[config.mk]
export PLATFORM = sky130hd
export DESIGN_NAME = uart_rx_os8
export DESIGN_NICKNAME = d
export VERILOG_FILES = /design/src/rtl/uart_rx_os8.sv
export SDC_FILE = /design/constraint.sdc
export NUM_CORES = 1
export LEC_CHECK = 0
export CAP_MARGIN = 10
export CORE_MARGIN = 4
export CORE_UTILIZATION = 35
export DETAILED_ROUTE_END_ITERATION = 8
export GPL_ROUTABILITY_DRIVEN = 0
export PLACE_DENSITY = 0.59
export SLEW_MARGIN = 20
export SYNTH_ARGS = -nofsm -noshare
export SYNTH_HDL_FRONTEND = slang
export SYNTH_SLANG_ARGS = --single-unit
[constraint.sdc]
create_clock -name clk -period 2.2 [get_ports clk]
set_input_delay 0.44 -clock clk [delete_from_list [all_inputs] [get_ports clk]]
set_output_delay 0.44 -clock clk [all_outputs]
set_load 0.01 [all_outputs]
[src/rtl/uart_rx_os8.sv]
// 8N1 UART receiver driven by an OS-times oversampling baud tick.
// Bytes are sampled at mid-bit and presented with a one-clk done strobe and stop-bit status.
module uart_rx_os8 #(
    parameter int DATA_BITS = 8,
    parameter int OS        = 8
) (
    input  logic                 clk,
    input  logic                 rst,
    input  logic                 baud_tick,
    input  logic                 rx,
    output logic [DATA_BITS-1:0] rx_data,
    output logic                 rx_done,
    output logic                 rx_busy,
    output logic                 frame_err
);

    localparam int TW = $clog2(OS);
    localparam int BW = $clog2(DATA_BITS);
    localparam logic [TW-1:0] TICK_MID = TW'(OS / 2 - 1);
    localparam logic [TW-1:0] TICK_END = TW'(OS - 1);
    localparam logic [BW-1:0] BIT_LAST = BW'(DATA_BITS - 1);

    typedef enum logic [2:0] {
        IDLE      = 3'd0,
        START     = 3'd1,
        DATA      = 3'd2,
        STOP      = 3'd3,
        WAIT_HIGH = 3'd4
    } state_t;

    logic                 rx_meta_r;
    logic                 rx_sync_r;
    state_t               state_r;
    state_t               state_s;
    logic [TW-1:0]        tick_cnt_r;
    logic [TW-1:0]        tick_cnt_s;
    logic [BW-1:0]        bit_cnt_r;
    logic [BW-1:0]        bit_cnt_s;
    logic [DATA_BITS-1:0] shift_r;
    logic [DATA_BITS-1:0] shift_s;
    logic [DATA_BITS-1:0] rx_data_s;
    logic                 rx_done_s;
    logic                 frame_err_s;

    // Two-flop synchroniser for the asynchronous serial line (idles high)
    always_ff @(posedge clk or posedge rst) begin
        if (rst) begin
            rx_meta_r <= 1'b1;
            rx_sync_r <= 1'b1;
        end else begin
            rx_meta_r <= rx;
            rx_sync_r <= rx_meta_r;
        end
    end

    // State, counters, shift register and registered outputs
    always_ff @(posedge clk or posedge rst) begin
        if (rst) begin
            state_r    <= IDLE;
            tick_cnt_r <= {TW{1'b0}};
            bit_cnt_r  <= {BW{1'b0}};
            shift_r    <= {DATA_BITS{1'b0}};
            rx_data    <= {DATA_BITS{1'b0}};
            rx_done    <= 1'b0;
            rx_busy    <= 1'b0;
            frame_err  <= 1'b0;
        end else begin
            state_r    <= state_s;
            tick_cnt_r <= tick_cnt_s;
            bit_cnt_r  <= bit_cnt_s;
            shift_r    <= shift_s;
            rx_data    <= rx_data_s;
            rx_done    <= rx_done_s;
            rx_busy    <= (state_s != IDLE);
            frame_err  <= frame_err_s;
        end
    end

    // Next-state and datapath decode; counters only move on baud ticks
    always_comb begin
        state_s     = state_r;
        tick_cnt_s  = tick_cnt_r;
        bit_cnt_s   = bit_cnt_r;
        shift_s     = shift_r;
        rx_data_s   = rx_data;
        rx_done_s   = 1'b0;
        frame_err_s = frame_err;
        case (state_r)
            IDLE: begin
                if (!rx_sync_r) begin
                    state_s    = START;
                    tick_cnt_s = {TW{1'b0}};
                end else begin
                    state_s = IDLE;
                end
            end
            START: begin
                if (baud_tick) begin
                    if (tick_cnt_r == TICK_MID) begin
                        tick_cnt_s = {TW{1'b0}};
                        bit_cnt_s  = {BW{1'b0}};
                        // A line back high at mid start bit was only a glitch
                        state_s    = rx_sync_r ? IDLE : DATA;
                    end else begin
                        tick_cnt_s = tick_cnt_r + 1'b1;
                    end
                end else begin
                    state_s = START;
                end
            end
            DATA: begin
                if (baud_tick) begin
                    if (tick_cnt_r == TICK_END) begin
                        shift_s    = {rx_sync_r, shift_r[DATA_BITS-1:1]};
                        tick_cnt_s = {TW{1'b0}};
                        bit_cnt_s  = bit_cnt_r + 1'b1;
                        state_s    = (bit_cnt_r == BIT_LAST) ? STOP : DATA;
                    end else begin
                        tick_cnt_s = tick_cnt_r + 1'b1;
                    end
                end else begin
                    state_s = DATA;
                end
            end
            STOP: begin
                if (baud_tick) begin
                    if (tick_cnt_r == TICK_END) begin
                        rx_data_s   = shift_r;
                        rx_done_s   = 1'b1;
                        frame_err_s = ~rx_sync_r;
                        tick_cnt_s  = {TW{1'b0}};
                        // Leaving at mid stop bit lets the next start edge be caught
                        state_s     = rx_sync_r ? IDLE : WAIT_HIGH;
                    end else begin
                        tick_cnt_s = tick_cnt_r + 1'b1;
                    end
                end else begin
                    state_s = STOP;
                end
            end
            WAIT_HIGH: begin
                if (rx_sync_r) begin
                    state_s = IDLE;
                end else begin
                    state_s = WAIT_HIGH;
                end
            end
            default: begin
                state_s    = IDLE;
                tick_cnt_s = {TW{1'b0}};
                bit_cnt_s  = {BW{1'b0}};
            end
        endcase
    end

endmodule

==> summary.txt <==
Drt
  – Starting DRC count in detailed routing: 28
  – Routed vias/inst: 4.97
  – Detailed Route WL: 2.42 mm
  – Post-DRT Antenna Nets: 0
  – WL/cell: 13.2 um
  – Vias: 915
  – DRC viols: 0
  – Pre-antenna DRT Iters: 3

Synth
  – Cell taking the most area after synthesis: dfrtp_1
  – Unique masters post-synth: 36
  – Register area share after synthesis: 0.533
  – Syn Nets: 126
  – Area share of the largest cell type after synthesis: 0.496
  – Synth Warn #: 0
  – Asr flop ratio synth: 1.00
  – Syn Area/Cell: 12.3 um2
  – Mapped cell area: 1410 um2
  – Leading cell types by count after synthesis: dfrtp_1, mux2_2, nand2_1, ha_1
  – Mapped Cells: 115
  – EDFF count, synth: 0
  – Seq cells post-synth: 30
  – Ys flop type: dfrtp_1
  – Leading post-synthesis cells by cell area: dfrtp_1, mux2_2, ha_1, dfstp_2, nand2_1
  – Most frequent cell after synthesis: dfrtp_1

Outcome
  – Status: finished, final reports clean

GRT
  – Overflow after GRT: 0
  – First-pass GRT wire length: 4.33 mm
  – Via count of the first global-routing pass: 937
  – Initial antenna violation count: 0
  – Largest net degree at the start of global routing: 31
  – Gr usage total: 0.107

Floorplanning
  – Die W: 71.6 um
  – Cell row count: 22
  – Core ar.: 3770 um2
  – Starting density of the core: 0.375
  – I/O pins: 15
  – Die height: 71.6 um
  – DIE AREA: 5120 um2

Cells and area
  – FILL cells: 332
  – Layout area overhead: 20.4%
  – Design Area, Final: 1700 um2
  – Share of layout cells above drive strength 1: 0.265
  – # diodes: 0
  – Fin nets: 146

STA
  – Setup violators final: 0
  – Tcrit/Tclk final: 0.841
  – Final Skew: 0.00284 ns
  – Tmin final: 1.85 ns
  – RSZ-0062 raised after global routing: false
  – F_max: 540 MHz
  – Worst-margin pin slew: 0.585 ns
  – Pins Over Slew Limit: 0
  – Worst slew margin: 0.600
  – Hold violation total from the final report: 0
  – Setup TNS: 0 ns

Job
  – Max cap viols: 0

Worst setup path
  – CP top delay family: compound AO/OA/AOI/OAI gates
  – CP Data Arrival Time: 2.07 ns
  – Critical path data required time: 2.42 ns
  – CP max stage delay: 0.54 ns
  – Critical Path Most Common Cell: ha_1
  – Buf/Inv on CP: 0
  – CP max FO: 4
  – Critical-path top delay cell: a2111oi_0
  – Crit path cell chain: ha_1 -> ha_1 -> and3_1 -> a2111oi_0 -> or2_2
  – Startpoint types: flip-flop
  – Critical Path End Type: flip-flop
  – Crit path kind: flip-flop to flip-flop

Clock network
  – Num CTS Buffers: 5
  – Clock sink count: 30
  – Clk slew on worst S/H paths: 0.06 ns
  – Post_cts resized: 0
  – CTS root buf: clkbuf_8
  – Max H-tree Level: 2
  – Clk buf depth: 2
  – Post-CTS setup buffer count: 0
  – CTS tree: done
  – Hold Buf Count CTS: 0
  – Clock latency on the worst-skew pair: 0.28 ns

Placement
  – # port buffers: 14
  – Cell Area, Placed: 1610 um2
  – DP HPWL: 1.67 mm

Power and ir drop
  – Peak supply drop: 0.791 mV
  – Power Total: 0.00159 W
  – Lkg Pwr: 0.812 nW
  – Power per cell area: 935 nW/um2

Worst hold path
  – HP Class: flip-flop to flip-flop
[logic make-up (layout without fill, tap and decap cells)]
| group | Yosys count | after routing | synth area share |
|---|---|---|---|
| buf+inv | 12 | 33 | 0.0442 |
| flops | 30 | 30 | 0.533 |
| mux | 20 | 20 | 0.157 |
| fa+ha+maj | 7 | 7 | 0.0619 |
| compound gates | 17 | 17 | 0.0841 |
| simple gates | 29 | 29 | 0.120 |
[final timing paths]
path	from	end	slack, ns	cells past startpoint
max in group asynchronous	rst	rx_meta_r$_DFF_PP1_	1.35	3
max	tick_cnt_r[0]$_DFFE_PP0P_	state_r[0]$_DFF_PP0_	0.35	5
max reg2reg	tick_cnt_r[0]$_DFFE_PP0P_	state_r[0]$_DFF_PP0_	0.35	5
min in group asynchronous	rst	rx_data[5]$_DFFE_PP0P_	0.54	3
min reg2reg	rx_meta_r$_DFF_PP1_	rx_sync_r$_DFF_PP1_	0.36	0
min	rx_meta_r$_DFF_PP1_	rx_sync_r$_DFF_PP1_	0.36	0
[per-layer routing]
layer | track usage | wire [um] | up-vias
li1 | - | - | 442
met1 | 0.136 | 1180 | 458
met2 | 0.162 | 1120 | 11
met3 | 0.0323 | 78 | 4
met4 | 0.0564 | 42 | 0
met5 | 0 | 0 | -
[cells in the final DEF, fill, tap and decap left out, drive strengths merged]
master         Yosys  final
a21oi              2      2
clkdlybuf4s50      0     14
nor2               4      4
nand4b             1      1
a22o               3      3
mux2              17     17
or4                1      1
o21a               1      1
inv                7      7
dfstp              2      2
nor4b              1      1
clkbuf             0      6
nand3              2      2
clkinvlp           0      1
a41o               1      1
clkinv             0      1
a2111oi            1      1
nand4              1      1
or2                1      1
o2111ai            1      1
mux2i              3      3
nor3               1      1
nor2b              4      4
o21ai              8      8
and3               1      1
dfrtp             28     28
buf                5      4
nand2             10     10
nand2b             1      1
ha                 7      7
and2               1      1
[worst reg2reg max path: stages (launching register included)]
cell	delay [ns]
dfrtp_1	0.40
ha_1	0.26
ha_1	0.24
and3_1	0.15
a2111oi_0	0.54
or2_2	0.21
[registers in the layout, indices dropped and copies added (netlist names)]
| signal | flops |
|---|---|
| frame_err | 1 |
| rx_meta_r | 1 |
| bit_cnt_r | 3 |
| rx_done | 1 |
| shift_r | 8 |
| tick_cnt_r | 3 |
| state_r | 3 |
| rx_sync_r | 1 |
| rx_data | 8 |
| rx_busy | 1 |
[where the power goes]
group / leakage [nW] / switching (W) / total, W / internal (W)
sequential: 0.393 / 0.000104 / 0.000735 / 0.000630
clock: 0.0472 / 0.000206 / 0.000457 / 0.000251
combinational: 0.372 / 0.000195 / 0.000401 / 0.000205
[stage by stage]
step | std cells | utilization | hold slack (ns) | worst slack, ns
2_1_floorplan | 115 | - | 0.345 | 0.414
3_3_place_gp | 176 | 0.426 | 0.349 | 0.265
3_5_place_dp | 176 | 0.426 | 0.351 | 0.234
4_1_cts | 184 | 0.452 | 0.357 | 0.358
5_1_grt | 184 | 0.452 | 0.362 | 0.196
6_report | 184 | 0.452 | 0.360 | 0.350
[cell type report]
cell class                      instances  area, um2  share of cell area
Clock buffer                            6       82.6              0.0485
Clock inverter                          2       12.5             0.00735
Inverter                                7       26.3              0.0154
Multi-Input combinational cell         73        598               0.351
Sequential cell                        30        753               0.442
Tap cell                               48       60.1              0.0353
Timing Repair Buffer                   18        170              0.0999
Power figures use the tool's default switching activity.
